**src/rtl/ratio_mult_path_pkg.sv**
```systemverilog
// ratio_mult_path_pkg
// Shared widths, iteration count and divider state encoding for the
// ratio_mult_path datapath slice.
package ratio_mult_path_pkg;

    localparam int DW       = 26;  // dividend / quotient width
    localparam int SW       = 14;  // divisor width
    localparam int MW       = 13;  // multiplier coefficient width
    localparam int PW       = 10;  // s2p word width
    localparam int ITER_CNT = 26;  // one quotient bit per RUN cycle
    localparam int ICNT_W   = 5;   // holds 0..ITER_CNT-1
    localparam int PCNT_W   = 4;   // holds 0..PW-1

    typedef enum logic [1:0] {
        IDLE = 2'd0,
        RUN  = 2'd1,
        DONE = 2'd2
    } div_state_t;

endpackage

```
**src/rtl/ratio_mult_path_s2p_shift.sv**
```systemverilog
// s2p_shift
// Serial-to-parallel converter: shifts one bit per enabled clock, MSB
// first, and presents each completed PW-bit word with a one-cycle pulse.
// Ports:
//   clk, rst     clock, async active-high reset
//   en           shift enable; low freezes counter and partial word
//   dext         serial input bit
//   dout         last assembled word
//   dout_valid   one-cycle pulse when dout updates
module s2p_shift
    import ratio_mult_path_pkg::*;
(
    input  logic          clk,
    input  logic          rst,
    input  logic          en,
    input  logic          dext,
    output logic [PW-1:0] dout,
    output logic          dout_valid
);

    logic [PW-1:0]     sr;
    logic [PCNT_W-1:0] cnt;
    logic [PW-1:0]     sr_next;

    assign sr_next = {sr[PW-2:0], dext};

    always_ff @(posedge clk or posedge rst) begin
        if (rst) begin
            sr         <= '0;
            cnt        <= '0;
            dout       <= '0;
            dout_valid <= 1'b0;
        end else begin
            dout_valid <= 1'b0;
            if (en) begin
                sr <= sr_next;
                if (cnt == PCNT_W'(PW - 1)) begin
                    cnt        <= '0;
                    dout       <= sr_next;
                    dout_valid <= 1'b1;
                end else begin
                    cnt <= cnt + 1'b1;
                end
            end
        end
    end

endmodule

```
**src/rtl/ratio_mult_path.sv**
```systemverilog
// ratio_mult_path
// Restoring divider (DW / SW bits, one quotient bit per cycle), a
// registered quotient*coefficient multiplier and an independent
// serial-to-parallel converter.
// Ports:
//   clk, rst     clock, async active-high reset
//   en           starts/continues division, enables s2p shifting
//   dividend     unsigned dividend, sampled at capture
//   divisor      unsigned divisor, sampled at capture
//   quotient     last completed quotient
//   divider_ok   one-cycle pulse when quotient updates
//   multi2       unsigned multiplier coefficient
//   product      registered quotient*multi2 (zero until first completion)
//   dext         serial input bit
//   dout         last assembled s2p word
//   dout_valid   one-cycle pulse when dout updates
//   div_zero     (only with DIV_ZERO_FLAG_EN) captured divisor was zero
// Build option: define DIV_ZERO_FLAG_EN to add the div_zero output.
module ratio_mult_path
    import ratio_mult_path_pkg::*;
(
    input  logic             clk,
    input  logic             rst,
    input  logic             en,
    input  logic [DW-1:0]    dividend,
    input  logic [SW-1:0]    divisor,
    output logic [DW-1:0]    quotient,
    output logic             divider_ok,
    input  logic [MW-1:0]    multi2,
    output logic [DW+MW-1:0] product,
    input  logic             dext,
    output logic [PW-1:0]    dout,
    output logic             dout_valid
`ifdef DIV_ZERO_FLAG_EN
    ,
    output logic             div_zero
`endif
);

    div_state_t          state;
    logic [DW-1:0]       dvd_sr;   // dividend bits shift out, quotient bits shift in
    logic [SW-1:0]       dvs;
    logic [SW-1:0]       rem;
    logic [ICNT_W-1:0]   iter;
    logic                mul_armed;

    logic [SW:0]         rem_sh;
    logic [SW:0]         rem_diff;
    logic                q_bit;
    logic [DW-1:0]       q_next;
    logic                unused_diff_msb;

    // Trial subtraction; with divisor 0 every bit is 1, giving all ones.
    assign rem_sh          = {rem, dvd_sr[DW-1]};
    assign q_bit           = (rem_sh >= {1'b0, dvs});
    assign rem_diff        = rem_sh - {1'b0, dvs};
    assign q_next          = {dvd_sr[DW-2:0], q_bit};
    // After a successful subtraction the remainder is below the divisor,
    // so the top difference bit never carries information.
    assign unused_diff_msb = rem_diff[SW];

    always_ff @(posedge clk or posedge rst) begin
        if (rst) begin
            state      <= IDLE;
            dvd_sr     <= '0;
            dvs        <= '0;
            rem        <= '0;
            iter       <= '0;
            quotient   <= '0;
            divider_ok <= 1'b0;
            mul_armed  <= 1'b0;
`ifdef DIV_ZERO_FLAG_EN
            div_zero   <= 1'b0;
`endif
        end else begin
            divider_ok <= 1'b0;
            case (state)
                IDLE, DONE: begin
                    if (en) begin
                        dvd_sr <= dividend;
                        dvs    <= divisor;
                        rem    <= '0;
                        iter   <= '0;
                        state  <= RUN;
                    end else begin
                        state  <= IDLE;
                    end
                end
                RUN: begin
                    dvd_sr <= q_next;
                    rem    <= q_bit ? rem_diff[SW-1:0] : rem_sh[SW-1:0];
                    iter   <= iter + 1'b1;
                    if (iter == ICNT_W'(ITER_CNT - 1)) begin
                        quotient   <= q_next;
                        divider_ok <= 1'b1;
                        mul_armed  <= 1'b1;
`ifdef DIV_ZERO_FLAG_EN
                        div_zero   <= (dvs == '0);
`endif
                        state      <= DONE;
                    end
                end
                default: state <= IDLE;
            endcase
        end
    end

    always_ff @(posedge clk or posedge rst) begin
        if (rst) begin
            product <= '0;
        end else if (mul_armed) begin
            product <= {{MW{1'b0}}, quotient} * {{DW{1'b0}}, multi2};
        end else begin
            product <= '0;
        end
    end

    s2p_shift u_s2p (
        .clk        (clk),
        .rst        (rst),
        .en         (en),
        .dext       (dext),
        .dout       (dout),
        .dout_valid (dout_valid)
    );

endmodule

```
**config.mk**
```make
export PLATFORM = sky130hd
export DESIGN_NAME = ratio_mult_path
export DESIGN_NICKNAME = d
export VERILOG_FILES = /design/src/rtl/ratio_mult_path_pkg.sv /design/src/rtl/ratio_mult_path_s2p_shift.sv /design/src/rtl/ratio_mult_path.sv
export SDC_FILE = /design/constraint.sdc
export NUM_CORES = 1
export LEC_CHECK = 0
export CAP_MARGIN = 20
export CORE_ASPECT_RATIO = 1.75
export CORE_UTILIZATION = 35
export DETAILED_ROUTE_END_ITERATION = 12
export DONT_BUFFER_PORTS = 1
export MAX_ROUTING_LAYER = met4
export PLACE_DENSITY_LB_ADDON = 0.05
export SETUP_SLACK_MARGIN = 0.15
export SLEW_MARGIN = 20
export SYNTH_ARGS = -nofsm -noshare
export SYNTH_HDL_FRONTEND = slang
export SYNTH_SLANG_ARGS = --single-unit
```
**constraint.sdc**
```tcl
create_clock -name clk -period 6.8 [get_ports clk]
set_clock_uncertainty 0.1 [all_clocks]
set_input_delay 2.04 -clock clk [delete_from_list [all_inputs] [get_ports clk]]
set_output_delay 2.04 -clock clk [all_outputs]
set_load 0.03 [all_outputs]
```
* Word level (Yosys, flattened, before mapping) *
Index checks and enable logic that the tools add are counted.

operators by class
  add/subtract/negate cells = 3
  multipliers = 1
  order comparisons = 1
  equality and inequality tests = 6
  muxes and demuxes = 16
  reduce and logical (&&, ||, !) cells = 7

operators by type and width
  operator             count
  $pmux 26 s2          1
  $mul 26x13->39       1
  $mux 39              1
  $mux 14              2
  $pmux 14 s2          1
  $mux 26              1
  $ge 15x14->1         1
  $sub 14x14->14       1
  $pmux 5 s2           1
  $reduce_and 2->1     4
  $add 5x1->5 const B  1
  $eq 5x5->1 const B   1
  $mux 1               5
  $mux 5               1
  $add 4x1->4 const B  1
  $eq 4x4->1 const B   1
  $mux 4               1
  $ne 2x2->1 const B   2
  $pmux 2 s2           1
  $eq 2x1->1 const B   1
  $eq 2x2->1 const B   1
  $logic_not 2->1      1
  $mux 2               1
  $reduce_bool 2->1    1
  $reduce_or 2->1      1

storage, ports and cells
  bits in registers = 152
  output and inout bits = 77

* Depth between registers and ports, before layout *
  word-level depth = 4
  gate-level depth with buffers = 22
  gate-level depth less buffers = 20

* By module *
Synthesis repeated with hierarchy kept, for this count alone.

second synthesis, totals
  cells, all modules = 1865
  area, all modules = 17237.8 um2

modules (own cells, without submodules)
  module           times used  cells each  area each (um2)  seq. area each (um2)
  ratio_mult_path  1           1806        16270.6          3203.1
  s2p_shift        1           59          967.2            600.6

* Worst setup path before layout *
Ideal clock, no wire load.

  path type = input to register
  start point = input multi2[4]
  end point = register product[37]
  arrival = 7.037 ns
  required time = 6.578 ns
  slack = -0.459 ns
  cell stages on the path = 20
  buffers on the path = 2
  path through = clkbuf_1 -> clkbuf_1 -> nand2_1 -> fa_1 -> fa_1 -> fa_1 -> inv_1 -> fa_1 -> inv_1 -> fa_1 -> inv_1 -> ha_1 -> o211ai_1 -> nor2_1 -> o2111ai_2 -> a21oi_2 -> a41oi_2 -> o221a_2 -> o21a_1 -> mux2i_1

on the way
  longest elaborated chain between the ends = 2

ends and longest elaborated chain
  item                  RTL line                RTL
  start, declared       ratio_mult_path.sv:29   input logic [MW-1:0] multi2,
  $mul 26x13->39        ratio_mult_path.sv:112  product <= {{MW{1'b0}}, quotient} * {{DW{1'b0}}, multi2};
  $mux 39               ratio_mult_path.sv:111  end else if (mul_armed) begin
  end signal, assigned  ratio_mult_path.sv:112
  end, declared         ratio_mult_path.sv:30   output logic [DW+MW-1:0] product,

No other way between the ends.
A chain may end at the register's enable or synchronous reset.

* Final worst setup path *
  start point = input multi2[9]
  end point = register product[38]

The elaborated chain is that of the path after synthesis.

==> flow_metrics.env <==
export IMPL_r2r_start="quotient[9]"
export IMPL_setup_viol_count_final=0
export IMPL_yosysUniqueCellTypes=64
export IMPL_r2r_setup_slack_ns=0.72
export IMPL_rr_worst_depth=19
export IMPL_start_util=0.356
export IMPL_syn_cell_area_sq_um=17000
export IMPL_fp_dieW_microns=169
export IMPL_min_from="u_s2p.cnt[0]"
export IMPL_routed_wl_mm=48.4
export IMPL_ys_ff_latch=152
export IMPL_synthToLayoutAreaGrowth_pct=12.3
export IMPL_end_kind="register"
export IMPL_grt_ovfl_total=0
export IMPL_rows=106
export IMPL_use_met1=0.244
export IMPL_grt_use_met3=0.0367
export IMPL_critical_path_arrival_ns=6.86
export IMPL_core_area_sq_um=47900
export IMPL_grt_usage=0.215
export IMPL_top_usage_layer="met2"
export IMPL_rsz0062_at_grt="yes"
export IMPL_numCtsBuffers=17
export IMPL_num_vias=12246
export IMPL_drc=0
export IMPL_startpoint_type="input pin"
export IMPL_outcome="finished clean"
export IMPL_antenna_found_initial=1
export IMPL_pin_count=134
export IMPL_min_period_ns=6.56
export IMPL_timing_fmax_mhz=152
export IMPL_drive_gt1_frac=0.127
export IMPL_use_met2=0.383
export IMPL_hold_end="u_s2p.cnt[0]"
export IMPL_crit_type="in2reg"
export IMPL_insertion_delay_ns=0.46
export IMPL_h_tree_depth=4
export IMPL_first_global_vias=13993
export IMPL_drt_iter0_markers=415
export IMPL_drtAntennaViolNets=0
export IMPL_r2r_end="product[38]"
export IMPL_hpwl_mm=37.0
export IMPL_post_drt_via_cell_ratio=4.85
export IMPL_synthCells=1846
export IMPL_final_max_slew_viol_count=0
export IMPL_worstPathRequired_ns=7.10
export IMPL_setup_tns_ns=0
export IMPL_layout_nets=2288
export IMPL_syn_num_nets=2268
export IMPL_final_hold_violation_count=0
export IMPL_cap_violations=0
export IMPL_die_y_microns=294
export IMPL_syn_area_per_cell_sq_um=9.23
export IMPL_cts_sinks=152
export IMPL_clk_path_buf_depth=2
export IMPL_drt_pass1_iterations=5
export IMPL_gp_congestion=0.827
export IMPL_worstHoldPathType="reg2reg"
export IMPL_finalCritPeriodShare=0.965
export IMPL_grt_pass1_wl_mm=78.4
export IMPL_slew_headroom=0.274
export IMPL_tightest_slew_ns=1.09
export IMPL_cts_root_buf="clkbuf_16"
export IMPL_cp_max_fo=26
export IMPL_die_area_sq_um=49600
export IMPL_wl_per_cell_microns=19.1
export IMPL_synthFlopType="dfrtp_1"
export IMPL_antenna_cells=0
export IMPL_yosysWarnings=0
export IMPL_hold_path_cell_count=1
export IMPL_grt_max_degree=57
export IMPL_clkTransAtPathRegs_ns=0.08
export IMPL_portBuffers=0
export IMPL_async_flop_share=1.00
export IMPL_synth_yosys_seq_area_share=0.223
export IMPL_synth_edff_count=0
export IMPL_cts_tree="yes"
-- layout make-up --
class	instances	area (sq um)
Multi-Input combinational cell	1260	12000
Sequential cell	152	3800
Tap cell	648	811
Clock inverter	11	113
Clock buffer	21	460
Inverter	343	1290
Fill cell	4838	28700
Timing Repair Buffer	92	694
-- per-layer routing --
metal  wire length, microns  vias up
met5                      0        -
met4                   1030        0
met3                   2190       50
met2                  25600      224
met1                  19600     6257
li1                       -     5715
-- cell usage after synthesis, types with 3 or more instances --
cell type / instances / area, sq um
o211ai_1: 6 / 45.0
fa_1: 265 / 5310
ha_1: 100 / 1250
a22oi_1: 25 / 188
a32oi_1: 4 / 35.0
nand2b_1: 11 / 68.8
dfrtp_1: 152 / 3800
nor3_1: 14 / 70.1
buf_2: 7 / 35.0
and2_1: 142 / 888
clkbuf_1: 80 / 300
a21o_1: 20 / 150
inv_1: 343 / 1290
xor2_1: 20 / 175
o21ai_1: 3 / 15.0
clkbuf_2: 3 / 15.0
o21bai_1: 3 / 22.5
xnor2_1: 19 / 166
a21oi_1: 54 / 270
nand4_1: 13 / 81.3
o21ai_0: 62 / 310
mux2_2: 44 / 495
nor2_1: 61 / 229
nor2b_1: 10 / 62.6
and3_1: 5 / 31.3
nand2_1: 314 / 1180
o2111ai_1: 4 / 35.0
o21a_1: 6 / 45.0
nand3_1: 10 / 50.1
nor3b_1: 3 / 22.5
-- sequential cells by signal (all words and copies together), names as in the netlist --
name / count
u_s2p.cnt: 4
state: 2
product: 39
u_s2p.sr: 9
rem: 14
iter: 5
quotient: 26
dvs: 14
u_s2p.dout: 10
divider_ok: 1
mul_armed: 1
dvd_sr: 26
u_s2p.dout_valid: 1
-- critical path, cell delays in order --
cell	delay, ns
nand2_1	0.06
fa_1	0.58
inv_1	0.06
fa_1	0.56
fa_1	0.46
fa_1	0.50
inv_1	0.05
fa_1	0.47
inv_1	0.04
ha_1	0.31
buf_4	0.16
nand4_1	0.13
o221ai_2	0.16
a21oi_2	0.17
nor2b_2	0.07
o311ai_4	0.38
a2111oi_4	0.14
or3_1	0.38
a21oi_2	0.12
-- per-stage QoR --
stage	hold WS, ns	utilization	cell area (sq um)	std cells	setup WS, ns
after floorplan	0.350	-	17500	1846	0.00204
final	0.390	0.400	19100	2527	0.240
after CTS	0.392	0.397	19000	2525	0.231
after global placement	0.379	0.385	18400	2493	-0.246
after detailed placement	0.380	0.385	18400	2493	-0.266
after global routing	0.425	0.400	19100	2527	0.136
-- how the worst max path moves through the flow --
stage                          from     endpoint  cells past startpoint
after floorplan           multi2[2]  product[37]                     20
after global placement    multi2[1]  product[38]                     18
after detailed placement  multi2[7]  product[35]                     19
after CTS                 multi2[7]  product[35]                     19
after global routing      multi2[9]  product[38]                     19
final                     multi2[9]  product[38]                     19
-- what timing repair did --
action | in CTS | in global routing
gates resized for setup | 0 | 18
setup endpoints to repair | 0 | 7
hold buffers | 0 | 0
setup buffers | 0 | 2
-- kinds of logic after synthesis --
| family | Yosys count | synth area share |
|---|---|---|
| AO/OA/AOI/OAI | 219 | 0.0846 |
| XOR/XNOR | 39 | 0.0200 |
| adder cells (fa/ha/maj) | 365 | 0.385 |
| buffers and inverters | 434 | 0.0963 |
| flip-flops | 152 | 0.223 |
| multiplexers | 46 | 0.0302 |
| AND/OR/NAND/NOR | 591 | 0.161 |
-- placed cells by master, fill, tap and decap left out, types with 3 or more instances in the layout --
cell type,synthesis,final
inv_1,343,338
nand2_1,314,309
fa_1,265,259
dfrtp_1,152,152
and2_1,142,136
buf_4,0,91
ha_1,100,86
nor2_1,61,58
o21ai_0,62,57
a21oi_1,54,47
mux2_2,44,44
a22oi_1,25,25
xor2_1,20,20
a21o_1,20,20
xnor2_1,19,19
clkbuf_16,0,17
nand4_1,13,13
nor3_1,14,12
ha_4,0,12
nand2b_1,11,11
nand3_1,10,10
a21oi_2,2,8
nor2b_1,10,7
o21ai_1,3,7
o21a_1,6,6
o211ai_1,6,6
and2_4,0,6
fa_2,0,6
inv_6,0,5
a32oi_1,4,4
inv_2,0,4
nand2_2,0,4
and3_1,5,4
nor3b_1,3,3
nor2_2,0,3
o21bai_1,3,3
o21ai_2,2,3
clkinvlp_4,0,3
Power is left out: the tool's default activity adds up to more than one toggle a clock period on the data nets, which glitch-free logic cannot reach.
